[config.mk]
export PLATFORM = sky130hd
export DESIGN_NAME = fairy_fetch_ctrl
export DESIGN_NICKNAME = d
export VERILOG_FILES = /design/src/rtl/fairy_fetch_ctrl.sv
export SDC_FILE = /design/constraint.sdc
export NUM_CORES = 1
export LEC_CHECK = 0
export ABC_AREA = 1
export ABC_CLOCK_PERIOD_IN_PS = 5350
export CAP_MARGIN = 20
export CORE_ASPECT_RATIO = 0.5
export CORE_MARGIN = 10
export CORE_UTILIZATION = 40
export CTS_CLUSTER_DIAMETER = 120
export CTS_CLUSTER_SIZE = 14
export DETAILED_ROUTE_END_ITERATION = 6
export PLACE_DENSITY = 0.82
export SYNTH_ARGS = -nofsm -noshare
export SYNTH_HDL_FRONTEND = slang
export SYNTH_SLANG_ARGS = --single-unit
[constraint.sdc]
create_clock -name clk -period 5.35 [get_ports clk]
set_clock_uncertainty 0.15 [all_clocks]
set_input_delay 0.8025 -clock clk [delete_from_list [all_inputs] [get_ports clk]]
set_output_delay 0.8025 -clock clk [all_outputs]
set_load 0.005 [all_outputs]
[src/rtl/fairy_fetch_ctrl.sv]
// fairy_fetch_ctrl: fetch PC sequencing FSM (boot, run, stall with pending branch, flush on exception/eret).
// Optional perf counters built only when FAIRY_FETCH_PERF_EN is defined.
module fairy_fetch_ctrl (
  input  logic        clk,
  input  logic        reset_n,
  input  logic        exception_i,
  input  logic        eret_i,
  input  logic [31:0] epc_i,
  input  logic        branch_valid_i,
  input  logic [31:0] branch_target_i,
  input  logic        hazard_stall_i,
  input  logic        mem_busy_i,
  input  logic [31:0] pc_i,
  output logic [31:0] next_pc_o,
  output logic        pc_we_o,
  output logic        fetch_stall_o,
  output logic        flush_o,
  output logic [1:0]  state_o,
  output logic [31:0] stall_cnt_o,
  output logic [31:0] redirect_cnt_o
);
  localparam logic [1:0] BOOT = 2'b00, RUN = 2'b01, STALL = 2'b10, FLUSH = 2'b11;
  localparam logic [31:0] RST_VEC = 32'hBFC00000, EXC_VEC = 32'hBFC00380;
  logic [1:0]  state, state_nx;
  logic        pend_v, stall, redirect, hold;
  logic [31:0] pend_t;
  assign stall    = hazard_stall_i | mem_busy_i;
  assign redirect = reset_n && state != BOOT && (exception_i || eret_i);
  // a stalled RUN/STALL cycle that is not being redirected captures any branch
  assign hold     = reset_n && (state == RUN || state == STALL) && !redirect && stall;
  assign state_o  = state;
  always_comb begin
    state_nx      = state;
    next_pc_o     = pc_i + 32'd4;
    pc_we_o       = 1'b0;
    fetch_stall_o = 1'b1;
    if (!reset_n) begin
      next_pc_o = RST_VEC;
      state_nx  = BOOT;
    end else if (state == BOOT) begin
      next_pc_o = RST_VEC;
      state_nx  = RUN;
    end else if (redirect) begin
      next_pc_o     = exception_i ? EXC_VEC : epc_i;
      pc_we_o       = 1'b1;
      fetch_stall_o = 1'b0;
      state_nx      = FLUSH;
    end else if (state == FLUSH) begin
      state_nx = RUN;
    end else if (stall) begin
      state_nx = STALL;
    end else begin
      next_pc_o     = pend_v ? pend_t : branch_valid_i ? branch_target_i : pc_i + 32'd4;
      pc_we_o       = 1'b1;
      fetch_stall_o = 1'b0;
      state_nx      = RUN;
    end
  end
  always_ff @(posedge clk) begin
    if (!reset_n) begin
      state   <= BOOT;
      pend_v  <= 1'b0;
      pend_t  <= '0;
      flush_o <= 1'b0;
    end else begin
      state   <= state_nx;
      flush_o <= redirect;
      if (hold && branch_valid_i) begin
        pend_v <= 1'b1;
        pend_t <= branch_target_i;
      end else if (!hold) begin
        pend_v <= 1'b0;
      end
    end
  end
`ifdef FAIRY_FETCH_PERF_EN
  logic [31:0] stall_cnt, redirect_cnt;
  always_ff @(posedge clk) begin
    if (!reset_n) begin
      stall_cnt    <= '0;
      redirect_cnt <= '0;
    end else begin
      stall_cnt    <= stall_cnt + {31'd0, fetch_stall_o};
      redirect_cnt <= redirect_cnt + {31'd0, redirect};
    end
  end
  assign stall_cnt_o    = stall_cnt;
  assign redirect_cnt_o = redirect_cnt;
`else
  assign stall_cnt_o    = '0;
  assign redirect_cnt_o = '0;
`endif
endmodule

==> metrics.yaml <==
outcome:
  run_status: "finished clean"
placed_design:
  preCtsSetupSlack_ns: 1.07
  buffer_ports.inserted: 139
  post-place-cells: 905
  placed_cell_area_um2: 5040
  hpwlAfterDp_um: 11800
  gp_congestion: 0.914
timing:
  period_needed_ns: 4.37
  fin_tns_setup_ns: 0
  finalMaxSlewViolations: 0
  worst-slew-pin-transition_ns: 0.845
  final.setup.worst_slack_ns: 0.981
  unrepaired_setup_endpoints_after_global_routing: "false"
  fin_hold_ws_ns: 0.298
  final-hold-violation-count: 0
  post-route-period-util: 0.817
  fmax_mhz: 229
  relSlewSlack: 0.436
  final_number_of_setup_violating_endpoints: 0
clock_tree:
  cts-root-to-sink-buffers: 2
  post-cts-setup-buffers: 0
  clk_latency_ns: 0.27
  cts-resized-gates: 0
  clk_pin_slew_ns: 0.05
  tritoncts: "yes"
  htreeDepth: 2
  cts-buffers-inserted: 5
  cts_root_buffer: "sky130_fd_sc_hd__clkbuf_16"
  total_number_of_clock_tree_sinks: 36
  hold_buffers_post_cts: 0
drt:
  routed-via-count: 4417
  drtIter0Drc: 400
  detail_route.wirelength_um: 14200
  dr.pass1.iters: 5
  route.detailed.vias_per_inst: 4.84
  wl_per_cell_um: 15.5
  remaining_drc_errors: 0
  final_antenna_net_count: 0
global_route:
  largest_net_degree_at_the_start_of_global_routing: 65
  grt-ovfl-total: 0
  number_of_global_route_vias_before_repair: 4372
  global_route_wire_length_before_repair_um: 21900
  grt_antenna_before_repair: 0
  grt_use_total: 0.186
worst_setup_path:
  cpMostUsedCell: "sky130_fd_sc_hd__clkdlybuf4s50_1"
  critPathRequiredTime_ns: 4.40
  worstSetupPathType: "primary input to primary output"
  cp_data_arrival_time_ns: 3.42
  critical_path_buf_inv_count: 5
  timing.critical_path.fanout_max: 26
  critical_path.slowest_cell: "sky130_fd_sc_hd__clkdlybuf4s50_1"
  worst_path_largest_cell_delay_ns: 0.68
  ordered_list_of_cells_on_the_worst_path: "clkdlybuf4s50_1 > buf_4 > inv_1 > a21oi_2 > inv_2 > nand3_1 > nand2_1 > a21oi_1 > clkdlybuf4s50_1"
  worstSetupStartpointType: "primary input"
  cp_top_family: "buffers and inverters"
  critical_path.endpoint_type: "primary output"
logic_synthesis:
  synth-warning-count: 0
  post_synth_instance_area_um2: 3850
  synth-edff-count: 0
  synth.yosys.seq_area_share: 0.187
  synth-main-ff-cell: "sky130_fd_sc_hd__dfxtp_1"
  syn-mean-instance-area_um2: 5.87
  ys_seq_elements: 36
  syn_inst: 656
  async_flop_share: 0
  synth_cell_types: 34
worst_hold_path:
  hp-class: "flip-flop to flip-flop"
cells_and_area:
  num_antenna_cells: 0
  fin_area_um2: 5210
  area_added_between_synthesis_and_finish_pct: 35.3
  finish.utilization: 0.553
  ratio_of_cells_with_drive_above_1_in_the_final_layout: 0.0488
  instances_no_fill: 913
  net_count_reported_at_finish: 883
  fillerInstances: 911
power:
  power.density_nw_per_um2: 179
  intPower_mw: 0.647
  swShare: 0.305
  p_leak_nw: 2.16
  maximum_vdd_drop_mv: 0.118
  totalPowerFinal_mw: 0.930
  netSwitchingPower_mw: 0.283
  comb_power_frac: 0.335
  power.share.sequential: 0.314
  power.clock.fraction: 0.351
die:
  fp.coreArea_um2: 9420
  i_o_pins: 204
  placement_rows: 25
  die-area_um2: 14200
  die_width_um: 159
  start_util: 0.409
  chipHeight_um: 89.4
run:
  max-cap-violations: 0
[synthesized netlist by cell type, drive strengths merged (4+ instances only)]
master    n  area, µm²
a21oi    71        419
buf      80        581
clkbuf   10       37.5
dfxtp    36        721
inv      68        258
nand2   179        672
nand3    27        148
nand3b    6       45.0
nor2     63        285
o21ai    73        365
o22ai    19        119
xnor2     6       52.6
xor2      4       35.0
[state kept, by name, indices dropped and copies added (netlist names)]
register	count
pend_t	32
state_o	2
flush_o	1
pend_v	1
[layout make-up]
cell class                 instances  area, µm²  area share
multi-input combinational        524       2480       0.477
timing repair buffer             141       1410       0.270
inverter                          69        262      0.0502
clock buffer                       6        129      0.0248
sequential                        36        721       0.138
tap                              135        169      0.0324
clock inverter                     2       35.0     0.00673
[routing by layer]
| layer | vias to the layer above | wire length [µm] | track usage |
|---|---|---|---|
| met4 | 0 | 133 | 0.0320 |
| met5 | - | 0 | 0 |
| met3 | 11 | 1190 | 0.0404 |
| met2 | 189 | 6670 | 0.325 |
| li1 | 2233 | - | - |
| met1 | 1984 | 6190 | 0.236 |
[worst min-delay path, cell delays in order (launching register included)]
cell and delay, ns:
sky130_fd_sc_hd__dfxtp_1 0.31, sky130_fd_sc_hd__inv_1 0.05, sky130_fd_sc_hd__a21oi_1 0.05
[cells in the final DEF, fill, tap and decap left out, types with 17 or more instances in the layout]
| master | n |
|---|---|
| sky130_fd_sc_hd__inv_1 | 63 |
| sky130_fd_sc_hd__a21oi_1 | 54 |
| sky130_fd_sc_hd__o21ai_0 | 45 |
| sky130_fd_sc_hd__clkdlybuf4s50_1 | 139 |
| sky130_fd_sc_hd__nand2_1 | 179 |
| sky130_fd_sc_hd__dfxtp_1 | 36 |
| sky130_fd_sc_hd__conb_1 | 64 |
| sky130_fd_sc_hd__a21oi_2 | 17 |
| sky130_fd_sc_hd__o21ai_1 | 28 |
| sky130_fd_sc_hd__nand3_1 | 26 |
| sky130_fd_sc_hd__o22ai_1 | 19 |
| sky130_fd_sc_hd__nor2_1 | 57 |
[kinds of logic (layout without fill, tap and decap cells)]
family	after synthesis	in the layout	synth area share
compound gates	171	171	0.251
xor+xnor	10	10	0.0228
fa+ha+maj	3	3	0.00975
buf+inv	159	218	0.229
flops	36	36	0.187
other cells	1	64	0.000974
simple gates	276	276	0.300
[path summary, 6_finish.rpt]
path,startpoint,end,slack [ns],cells after the start
setup reg to reg,state_o[0]$_SDFF_PN0_,pend_t[17]$_SDFFE_PN0P_,2.87,9
setup / recovery,branch_valid_i,next_pc_o[17],0.98,9
hold / removal,pend_t[18]$_SDFFE_PN0P_,pend_t[18]$_SDFFE_PN0P_,0.30,2
hold reg to reg,pend_t[18]$_SDFFE_PN0P_,pend_t[18]$_SDFFE_PN0P_,0.30,2
[power groups by stage]
stage / combinational [mW] / sequential [mW] / clock [mW]
2_1_floorplan: 0.185 / 0.295 / 0
3_3_place_gp: 0.301 / 0.296 / 0
3_5_place_dp: 0.303 / 0.297 / 0
4_1_cts: 0.305 / 0.291 / 0.329
5_1_grt: 0.342 / 0.293 / 0.343
6_report: 0.312 / 0.292 / 0.327
Power figures use the tool's default switching activity.
